**src/rtl/if_stage_if.sv**
```systemverilog
// Fetch-stage bundle: hazard/branch controls, instruction-memory port and IF/ID outputs.
// The master side is the fetch stage; the slave side is the surrounding core/testbench.
interface if_stage_if #(
  parameter int unsigned XLEN   = 32,
  parameter int unsigned ADDR_W = 6
);
  logic              stall;
  logic              branch_taken;
  logic [XLEN-1:0]   branch_target;
  logic [ADDR_W-1:0] imem_addr;
  logic [31:0]       imem_data;
  logic [XLEN-1:0]   if_id_pc;
  logic [31:0]       if_id_instr;
  logic              if_id_valid;
  logic [XLEN-1:0]   pc_out;
  logic              halted;
  logic              misaligned;
  logic [31:0]       fetch_count;

  modport master (
    input  stall, branch_taken, branch_target, imem_data,
    output imem_addr, if_id_pc, if_id_instr, if_id_valid,
           pc_out, halted, misaligned, fetch_count
  );

  modport slave (
    output stall, branch_taken, branch_target, imem_data,
    input  imem_addr, if_id_pc, if_id_instr, if_id_valid,
           pc_out, halted, misaligned, fetch_count
  );
endinterface

```
**src/rtl/if_stage.sv**
```systemverilog
// RV32I instruction-fetch stage: owns the PC, reads the 64-word instruction memory,
// fills the IF/ID register and handles stall, redirect, end-of-memory halt and misaligned-target fault.
module if_stage #(
  parameter int unsigned    XLEN      = 32,
  parameter int unsigned    ADDR_W    = 6,
  parameter logic [XLEN-1:0] RESET_PC = '0,
  parameter logic [31:0]    NOP_INSTR = 32'h0000_0033
) (
  input  logic        i_clk,
  input  logic        i_rst,
  if_stage_if.master  bus
);

  typedef enum logic [1:0] {
    ST_RUN   = 2'd0,
    ST_HALT  = 2'd1,
    ST_FAULT = 2'd2
  } state_t;

  state_t            r_state;
  logic [XLEN-1:0]   r_pc;
  logic [XLEN-1:0]   r_if_id_pc;
  logic [31:0]       r_if_id_instr;
  logic              r_if_id_valid;
  logic              r_misaligned;
  logic [31:0]       r_fetch_count;

  logic              w_oor;
  logic              w_tgt_misaligned;

  // Out of range means any PC bit above the memory's byte-address span is set,
  // so the PC can never alias back into memory through imem_addr wrap-around.
  assign w_oor            = |r_pc[XLEN-1:ADDR_W+2];
  assign w_tgt_misaligned = |bus.branch_target[1:0];

  always_ff @(posedge i_clk) begin
    if (i_rst) begin
      r_state       <= ST_RUN;
      r_pc          <= RESET_PC;
      r_if_id_pc    <= '0;
      r_if_id_instr <= NOP_INSTR;
      r_if_id_valid <= 1'b0;
      r_misaligned  <= 1'b0;
      r_fetch_count <= '0;
    end else if (r_state == ST_FAULT) begin
      r_if_id_pc    <= '0;
      r_if_id_instr <= NOP_INSTR;
      r_if_id_valid <= 1'b0;
    end else if (bus.branch_taken) begin
      // Redirect beats stall: the branch is older than the stalled instruction.
      r_if_id_pc    <= '0;
      r_if_id_instr <= NOP_INSTR;
      r_if_id_valid <= 1'b0;
      if (w_tgt_misaligned) begin
        r_misaligned <= 1'b1;
        r_state      <= ST_FAULT;
      end else begin
        r_pc    <= bus.branch_target;
        r_state <= ST_RUN;
      end
    end else if (bus.stall) begin
      r_state <= r_state;
    end else if (r_state == ST_RUN) begin
      if (w_oor) begin
        r_state       <= ST_HALT;
        r_if_id_pc    <= '0;
        r_if_id_instr <= NOP_INSTR;
        r_if_id_valid <= 1'b0;
      end else begin
        r_if_id_pc    <= r_pc;
        r_if_id_instr <= bus.imem_data;
        r_if_id_valid <= 1'b1;
        r_pc          <= r_pc + XLEN'(4);
        r_fetch_count <= r_fetch_count + 32'd1;
      end
    end else begin
      r_if_id_pc    <= '0;
      r_if_id_instr <= NOP_INSTR;
      r_if_id_valid <= 1'b0;
    end
  end

  assign bus.imem_addr   = r_pc[ADDR_W+1:2];
  assign bus.if_id_pc    = r_if_id_pc;
  assign bus.if_id_instr = r_if_id_instr;
  assign bus.if_id_valid = r_if_id_valid;
  assign bus.pc_out      = r_pc;
  assign bus.halted      = (r_state != ST_RUN);
  assign bus.misaligned  = r_misaligned;
  assign bus.fetch_count = r_fetch_count;

endmodule

```
**src/flat_wrapper.sv**
```systemverilog
// flat-port wrapper written by rule: the top's interface ports become plain ports
module if_stage_flat 
#(
  parameter int unsigned    XLEN      = 32,
  parameter int unsigned    ADDR_W    = 6,
  parameter logic [XLEN-1:0] RESET_PC = '0,
  parameter logic [31:0]    NOP_INSTR = 32'h0000_0033
)
  (i_clk, i_rst, bus_stall, bus_branch_taken, bus_branch_target, bus_imem_data, bus_imem_addr, bus_if_id_pc, bus_if_id_instr, bus_if_id_valid, bus_pc_out, bus_halted, bus_misaligned, bus_fetch_count);
  if_stage_if #(.XLEN(XLEN), .ADDR_W(ADDR_W)) bus_i ();
  input  logic i_clk;
  input  logic i_rst;
  input wire logic [$bits(bus_i.stall)-1:0] bus_stall;
  input wire logic [$bits(bus_i.branch_taken)-1:0] bus_branch_taken;
  input wire logic [$bits(bus_i.branch_target)-1:0] bus_branch_target;
  input wire logic [$bits(bus_i.imem_data)-1:0] bus_imem_data;
  output wire logic [$bits(bus_i.imem_addr)-1:0] bus_imem_addr;
  output wire logic [$bits(bus_i.if_id_pc)-1:0] bus_if_id_pc;
  output wire logic [$bits(bus_i.if_id_instr)-1:0] bus_if_id_instr;
  output wire logic [$bits(bus_i.if_id_valid)-1:0] bus_if_id_valid;
  output wire logic [$bits(bus_i.pc_out)-1:0] bus_pc_out;
  output wire logic [$bits(bus_i.halted)-1:0] bus_halted;
  output wire logic [$bits(bus_i.misaligned)-1:0] bus_misaligned;
  output wire logic [$bits(bus_i.fetch_count)-1:0] bus_fetch_count;
  assign bus_i.stall = bus_stall;
  assign bus_i.branch_taken = bus_branch_taken;
  assign bus_i.branch_target = bus_branch_target;
  assign bus_i.imem_data = bus_imem_data;
  assign bus_imem_addr = bus_i.imem_addr;
  assign bus_if_id_pc = bus_i.if_id_pc;
  assign bus_if_id_instr = bus_i.if_id_instr;
  assign bus_if_id_valid = bus_i.if_id_valid;
  assign bus_pc_out = bus_i.pc_out;
  assign bus_halted = bus_i.halted;
  assign bus_misaligned = bus_i.misaligned;
  assign bus_fetch_count = bus_i.fetch_count;
  if_stage #(.XLEN(XLEN), .ADDR_W(ADDR_W), .RESET_PC(RESET_PC), .NOP_INSTR(NOP_INSTR)) u_core (.i_clk(i_clk), .i_rst(i_rst), .bus(bus_i));
endmodule
```
**config.mk**
```make
export PLATFORM = sky130hd
export DESIGN_NAME = if_stage_flat
export DESIGN_NICKNAME = d
export VERILOG_FILES = /design/src/rtl/if_stage_if.sv /design/src/rtl/if_stage.sv /design/src/flat_wrapper.sv
export SDC_FILE = /design/constraint.sdc
export NUM_CORES = 1
export LEC_CHECK = 0
export CELL_PAD_IN_SITES_DETAIL_PLACEMENT = 1
export CELL_PAD_IN_SITES_GLOBAL_PLACEMENT = 1
export CORE_ASPECT_RATIO = 0.9
export CORE_MARGIN = 4
export CORE_UTILIZATION = 45
export DETAILED_ROUTE_END_ITERATION = 7
export DONT_BUFFER_PORTS = 1
export GPL_ROUTABILITY_DRIVEN = 0
export PLACE_DENSITY = 0.75
export SLEW_MARGIN = 10
export SYNTH_ARGS = -nofsm -noshare
export SYNTH_HDL_FRONTEND = slang
export SYNTH_SLANG_ARGS = --single-unit
```
**constraint.sdc**
```tcl
create_clock -name i_clk -period 2.8 [get_ports i_clk]
set_clock_uncertainty 0.15 [all_clocks]
set_input_delay 0.42 -clock i_clk [delete_from_list [all_inputs] [get_ports i_clk]]
set_output_delay 0.42 -clock i_clk [all_outputs]
set_load 0.02 [all_outputs]
```
# Yosys cells after proc, flatten, opt, wreduce, memory -nomap -nowiden
# Index checks and enable logic that the tools add are counted.
op_classes:
  n_addsub: 2
  n_eq_ne: 4
  muxes: 16
  bitwise_logic: 4
  reduce_logical: 11
op_table:
  columns: ["op", "count"]
  rows:
  - ["$mux 32", 9]
  - ["$add 32x1->32 const B", 1]
  - ["$add 32x3->32 const B", 1]
  - ["$reduce_or 24->1", 1]
  - ["$mux 2", 5]
  - ["$reduce_and 5->1", 2]
  - ["$reduce_bool 2->1", 3]
  - ["$ne 2x2->1 const B", 2]
  - ["$not 1->1", 4]
  - ["$reduce_and 4->1", 1]
  - ["$reduce_and 3->1", 1]
  - ["$reduce_or 3->1", 1]
  - ["$eq 2x2->1 const B", 1]
  - ["$logic_not 2->1", 1]
  - ["$mux 1", 2]
  - ["$ne 2x1->1 const B", 1]
  - ["$reduce_or 2->1", 1]
word_totals:
  reg_bits: 132
  inputBits: 68
  output_inout_bits: 137
  word_cells: 44

# Logic depth before layout (Yosys ltp)
# Gate-level depths: netlist of run 1.
depth:
  word_depth: 5
  mapped_depth: 7
  ltp_nobuf: 6

# Worst setup path before layout of run 1
# OpenSTA, ideal clock, no wires.
synth_path:
  kind: "register to register"
  startpoint: "register u_core.r_pc[2], in the netlist u_core.bus.pc_out[2]"
  endpoint: "register u_core.r_pc[22], in the netlist u_core.bus.pc_out[22]"
  setup_time_ps: 91
  arrival_ps: 2161
  t_required_ps: 2559
  slack_ps: 398
  stages_incl_launch_ff: 7
  path_buffers: 0
  synth_period_minus_slack_ps: 2402
  cell_sequence: "dfxtp_1 ha_1 nand4_1 or3_4 or2_2 or3b_1 a311oi_1"
synth_via:
  elab_chain_cells: 5
synth_rtl:
  columns: ["item", "line", "text"]
  rows:
  - ["from (decl)", "if_stage.sv:21", "logic [XLEN-1:0] r_pc;"]
  - ["from (signal assigned)", "if_stage.sv:58", "r_pc <= bus.branch_target;"]
  - ["from (signal assigned)", "if_stage.sv:73", "r_pc <= r_pc + XLEN'(4);"]
  - ["$add 32x3->32", "if_stage.sv:73", null]
  - ["$mux 32", "if_stage.sv:64", "if (w_oor) begin"]
  - ["$mux 32", "if_stage.sv:63", "end else if (r_state == ST_RUN) begin"]
  - ["$mux 32", "if_stage.sv:61", "end else if (bus.stall) begin"]
  - ["$mux 32", "if_stage.sv:49", "end else if (bus.branch_taken) begin"]
# No other way between the ends. The select of a mux whose other input is x is not followed.
# A chain may end at the register's enable or synchronous reset.

# Worst setup path in the final report of run 1
layout_path:
  startpoint: "register u_core.r_pc[12], in the netlist u_core.bus.pc_out[12]"
  endpoint: "register u_core.r_pc[8], in the netlist u_core.bus.pc_out[8]"
layout_via:
  elab_chain_cells: 3
layout_rtl:
  columns: ["item", "line", "text"]
  rows:
  - ["$reduce_or 24->1", "if_stage.sv:33", "assign w_oor = |r_pc[XLEN-1:ADDR_W+2];"]
  - ["$ne 2x2->1 (no source line)", null, null]
  - ["$reduce_and 5->1 (no source line)", null, null]
# No other way between the ends.

==> out/results.ini, run 1 <==
[outcome]
outcome = finished clean

[worst_setup_path]
cp_max_fo = 29
crit_path_top_delay_cell = or4_4
crit_path_end_kind = flip-flop
critPathMaxStageDelay_ns = 0.62
arrival_ns = 2.69
cp_data_required_time_ns = 2.97
worst-setup-path-type = reg2reg
path_cells = or4_4, or3b_4, o21ai_2, buf_12, nor2_1, a211oi_1
setup.worst_path.start_class = flip-flop

[cells_and_area]
drive_gt1_share_pct = 13.9
syn_to_final_growth_pct = 22.2
layout_commonest_cell = dfxtp_1
layout_common_cells = 132 x dfxtp_1, 38 x a21oi_1, 38 x a22o_1, 36 x nor2_1, 35 x dlygate4sd3_1
final_cell_area_sq_um = 6550
layout.nets = 690
nFillCells = 1255
fin_cells = 792

[grt]
antenna_found_initial = 3
globalRouteOverflowTotal = 0
track_usage_pct = 25.9
grt_pass1_vias = 4966
grt_pass1_wl_um = 27800
grt_max_degree = 55

[place]
place_inst = 721
io_buffers = 0
dp_hpwl_um = 11600
place_area_sq_um = 5610

[synth]
ys.flop_type = dfxtp_1
netlist_instances = 573
synth_fp_nets = 643
synth_edf_count = 0
ys_types = 59
ys_async_sr_fraction_pct = 0
yosys_warnings = 0
avgSynthCellArea_sq_um = 9.35
ys_ff_latch = 132
synth_seq_area_share_pct = 49.3
netlist_area_sq_um = 5360

[route]
vias = 4762
vias_per_cell = 6.01
drc = 0
dr.pass1.iters = 4
routedWlPerCell_um = 22.6
dr.first_iter.drc_count = 261
wl_um = 17900
ant_nets = 0

[floorplanning]
fp.coreArea_sq_um = 11500
die_height_um = 112
die-area_sq_um = 13700
die_width_um = 123
rows = 37
io_pins = 205
initial_core_util_pct = 46.5

[cts]
root_buffer = clkbuf_16
postCtsHoldBufs = 36
htreeDepth = 4
cts_sinks = 132
clkSlewWorstSetupHoldPaths_ns = 0.06
cts-buffers-inserted = 17
postCtsSetupRepairBufs = 0
max-clock-path-buffers = 2
cts_resized = 0
worstSkewPairLatency_ns = 0.43
cts_tree = yes

[hold_path]
hold_path.class = in2reg

[power_and_ir_drop]
peakVddDrop_mv = 0.414
power.density_nw_per_um2 = 673
leakage_nw = 2.33

[timing]
final_max_slew_viol_count = 0
hold_viol = 0
worst_slew_margin_rel_pct = 57.9
finalCriticalPeriod_ns = 2.52
max_freq_ghz = 0.397
period_share_pct = 89.9
rsz0062_at_grt = no
finalSetupTns_ns = 0
worstMarginPinSlew_ns = 0.626
finalSetupViolCount = 0

[flow_run]
drv_cap = 0

## power by group
group | switching (W) | internal, W
clock | 0.000897 | 0.00119
sequential | 0.0000585 | 0.00191
combinational | 0.000216 | 0.000137
total | 0.00117 | 0.00324
## cell type report
| type | count | area [sq um] | share of cell area [%] |
|---|---|---|---|
| Multi-Input combinational cell | 387 | 2460 | 37.5 |
| Inverter | 11 | 41.3 | 0.630 |
| Timing Repair Buffer | 71 | 653 | 9.97 |
| Antenna cell | 3 | 7.51 | 0.115 |
| Clock inverter | 13 | 100 | 1.53 |
| Clock buffer | 19 | 453 | 6.91 |
| Sequential cell | 132 | 2640 | 40.3 |
| Tap cell | 156 | 195 | 2.98 |
## state kept, by name, indices dropped and copies added (netlist names)
register	cells
u_core.bus.pc_out	32
u_core.bus.if_id_valid	1
u_core.r_state	2
u_core.bus.if_id_instr	32
u_core.bus.misaligned	1
u_core.bus.fetch_count	32
u_core.bus.if_id_pc	32
## logic make-up (layout without fill, tap and decap cells)
kind of cell | Yosys count | count (layout) | synth area share [%]
compound gates | 145 | 145 | 18.3
xor+xnor | 9 | 9 | 1.47
simple gates | 222 | 222 | 23.9
buf+inv | 54 | 114 | 4.86
fa+ha+maj | 2 | 2 | 0.467
other cells | 0 | 3 | 0
flops | 132 | 132 | 49.3
mux | 9 | 9 | 1.73
## worst max-delay path: cells and delay by family, from the launching register on
| kind | cells | cell delay (ns) |
|---|---|---|
| buffers and inverters | 1 | 0.21 |
| DFF | 1 | 0.40 |
| AOI/OAI and AO/OA | 2 | 0.45 |
| and+or+nand+nor | 3 | 1.20 |
## metal layers
metal	wire length, um	global-route usage (%)	share of wire, %
met5	0	0	0
met4	381	8.63	2.1
met3	1810	10.8	10
met1	7130	29.4	40
met2	8610	43.6	48
## through the flow
stage | power, W | hold slack [ns] | util, % | worst slack, ns
4_1_cts | 0.00442 | 0.00328 | 56.8 | 0.290
3_5_place_dp | 0.00230 | 0.347 | 48.7 | 0.261
6_report | 0.00441 | 0.0115 | 56.8 | 0.282
2_1_floorplan | 0.00224 | 0.342 | - | 0.398
5_1_grt | 0.00455 | 0.0127 | 56.8 | 0.141
3_3_place_gp | 0.00229 | 0.344 | 48.7 | 0.336
## path summary, 6_finish.rpt
| kind | depth (start not counted) | end | start | slack (ns) |
|---|---|---|---|---|
| setup / recovery | 6 | u_core.bus.pc_out[8]$_SDFFE_PP0P_ | u_core.bus.pc_out[12]$_SDFFE_PP0P_ | 0.28 |
| hold / removal | 2 | u_core.bus.pc_out[31]$_SDFFE_PP0P_ | bus_branch_taken | 0.01 |
| setup reg to reg | 6 | u_core.bus.pc_out[8]$_SDFFE_PP0P_ | u_core.bus.pc_out[12]$_SDFFE_PP0P_ | 0.28 |
| hold reg to reg | 1 | u_core.r_state[0]$_SDFFE_PP0P_ | u_core.r_state[0]$_SDFFE_PP0P_ | 0.40 |
## cell usage after synthesis, types with 3 or more instances
cell type	number	area, sq um
and4_1	3	26.3
nor4_1	9	56.3
nor4_2	5	62.6
a221oi_1	3	26.3
or3_1	18	113
and3_1	12	75.1
a21oi_1	38	190
xnor2_1	9	78.8
buf_4	7	52.6
o21ai_1	3	15.0
o31ai_1	9	67.6
a22o_1	38	333
nand2_1	28	105
nor3b_1	3	22.5
mux2i_1	7	70.1
nor4b_1	3	26.3
nor2_1	36	135
nand3_1	27	135
clkbuf_1	24	90.1
and2_1	26	163
nor3_1	16	80.1
buf_2	6	30.0
o22a_1	4	35.0
inv_1	10	37.5
o21ai_0	28	140
buf_6	3	33.8
or2_2	3	18.8
or4_1	6	45.0
nand4_1	13	81.3
dfxtp_1	132	2640
a211oi_1	4	30.0
a22oi_1	3	22.5
(Power assumes the default switching activity.)
==> inputs of run 2 (changes only) <==
--- a/config.mk
+++ b/config.mk
@@ -12,8 +12,9 @@
 export CORE_UTILIZATION = 45
 export DETAILED_ROUTE_END_ITERATION = 7
 export DONT_BUFFER_PORTS = 1
-export GPL_ROUTABILITY_DRIVEN = 0
+export GPL_ROUTABILITY_DRIVEN = 1
 export PLACE_DENSITY = 0.75
+export SETUP_SLACK_MARGIN = 0.3
 export SLEW_MARGIN = 10
 export SYNTH_ARGS = -nofsm -noshare
 export SYNTH_HDL_FRONTEND = slang
==> run 2 against run 1 <==
Effect of this change:
- combinational power increased by 7.1%
- critical endpoint unchanged
- clock power about the same
- largest power group unchanged
- final cell count increased by 0.76%
- largest cell class unchanged
==> out/results.ini, run 2 (synthesized netlist as in run 1, its figures left out) <==
[worst_setup_path]
worst-setup-path-type = reg2reg
arrival_ns = 2.61
cp_data_required_time_ns = 2.97
setup.worst_path.start_class = flip-flop
crit_path_end_kind = flip-flop
cp_top_family = simple AND/OR/NAND/NOR gates
path_cells = or4_4, or3b_4, o21ai_4, buf_12, nor2_1, a211oi_1
cp_max_fo = 15
crit_path_top_delay_cell = or4_4
critPathMaxStageDelay_ns = 0.60
crit_buf_inv = 1

[grt]
antenna_found_initial = 3
grt_pass1_vias = 4964
track_usage_pct = 25.9
globalRouteOverflowTotal = 0
grt_pass1_wl_um = 27800
grt_max_degree = 55

[cts]
max-clock-path-buffers = 2
cts_sinks = 132
htreeDepth = 4
clkSlewWorstSetupHoldPaths_ns = 0.06
cts_tree = yes
worstSkewPairLatency_ns = 0.42
root_buffer = clkbuf_16
cts-buffers-inserted = 17

[outcome]
outcome = finished clean

[cells_and_area]
layout_commonest_cell = dfxtp_1
drive_gt1_share_pct = 16.1
layout_common_cells = 128 x dfxtp_1, 39 x buf_4, 38 x a21oi_1, 38 x a22o_1, 36 x nor2_1
fin_cells = 798
layout.nets = 696
syn_to_final_growth_pct = 24.3

[timing]
worstMarginPinSlew_ns = 0.588
period_share_pct = 87.0
finalCriticalPeriod_ns = 2.44
finalSetupTns_ns = 0
worst_slew_margin_rel_pct = 60.8
max_freq_ghz = 0.410
finalSetupViolCount = 0
rsz0062_at_grt = yes
hold_viol = 0
final_max_slew_viol_count = 0

[power_and_ir_drop]
power.density_nw_per_um2 = 665
leakage_nw = 2.37
peakVddDrop_mv = 0.409

[floorplanning]
rows = 37
io_pins = 205
die_height_um = 112
die_width_um = 123
fp.coreArea_sq_um = 11500
initial_core_util_pct = 46.5
die-area_sq_um = 13700

[route]
wl_um = 18300
routedWlPerCell_um = 22.9
drc = 0
vias = 4788
dr.pass1.iters = 4
ant_nets = 0
vias_per_cell = 6.00
dr.first_iter.drc_count = 235

[place]
dp_hpwl_um = 11600
place_inst = 721
io_buffers = 0
gp_congestion = 0.815

[hold_path]
hold_path.class = in2reg

[flow_run]
drv_cap = 0

[run 2: changes by cell type in the layout (fill, tap and decap cells not counted), sizes merged]
cell,before,now
clkbuf,19,20
buf,36,41
[run 2: power by group]
part           switching, W  internal, W  total [W]  leakage [nW]
clock network      0.000891      0.00119    0.00208         0.259
registers         0.0000595      0.00191    0.00197          1.07
logic              0.000229     0.000149   0.000378          1.05
[run 2: repair_timing]
| item | 4_1_cts | 5_1_grt |
|---|---|---|
| pin swaps | 1 | 3 |
| cloned | 0 | 1 |
| hold buffers | 36 | 0 |
| endpoints found under the setup margin | 1 | 67 |
| setup buffers | 0 | 5 |
| resized for setup | 0 | 11 |
| endpoints found under the hold margin | 85 | 0 |
[run 2: final timing paths]
check,from,endpoint,slack [ns],cells past startpoint
min,bus_branch_target[22],u_core.bus.pc_out[22]$_SDFFE_PP0P_,0.02,2
max,u_core.bus.pc_out[12]$_SDFFE_PP0P_,u_core.bus.pc_out[8]$_SDFFE_PP0P_,0.36,6
min reg2reg,u_core.r_state[0]$_SDFFE_PP0P_,u_core.r_state[0]$_SDFFE_PP0P_,0.41,1
max reg2reg,u_core.bus.pc_out[12]$_SDFFE_PP0P_,u_core.bus.pc_out[8]$_SDFFE_PP0P_,0.36,6
[run 2: cell type report]
cell class	count	area [sq um]
sequential	132	2650
timing repair buffer	77	716
inverter	11	41.3
clock inverter	13	100
multi-input combinational	387	2500
clock buffer	19	453
tap	156	195
fill	1244	4860
antenna	3	7.51
[run 2: per-layer routing]
metal  share of wire, %  wire (um)  vias to the layer above  global-route usage [%]
li1                   -          -                     2218                       -
met1                 39       7230                     2364                    29.4
met2                 48       8870                      171                    43.6
met3                 10       1840                       35                    10.8
met4                2.1        377                        0                    8.63
met5                  0          0                        -                       0
[run 2: metrics by stage]
step / util, % / setup slack [ns] / power [W] / area [sq um] / hold slack (ns)
after global routing: 57.8 / 0.286 / 0.00458 / 6660 / 0.0127
final: 57.8 / 0.363 / 0.00443 / 6660 / 0.0156
after global placement: 48.7 / 0.336 / 0.00229 / 5610 / 0.344
after floorplan: - / 0.398 / 0.00224 / 5360 / 0.342
after CTS: 56.8 / 0.313 / 0.00442 / 6540 / 0.00328
after detailed placement: 48.7 / 0.261 / 0.00230 / 5610 / 0.347
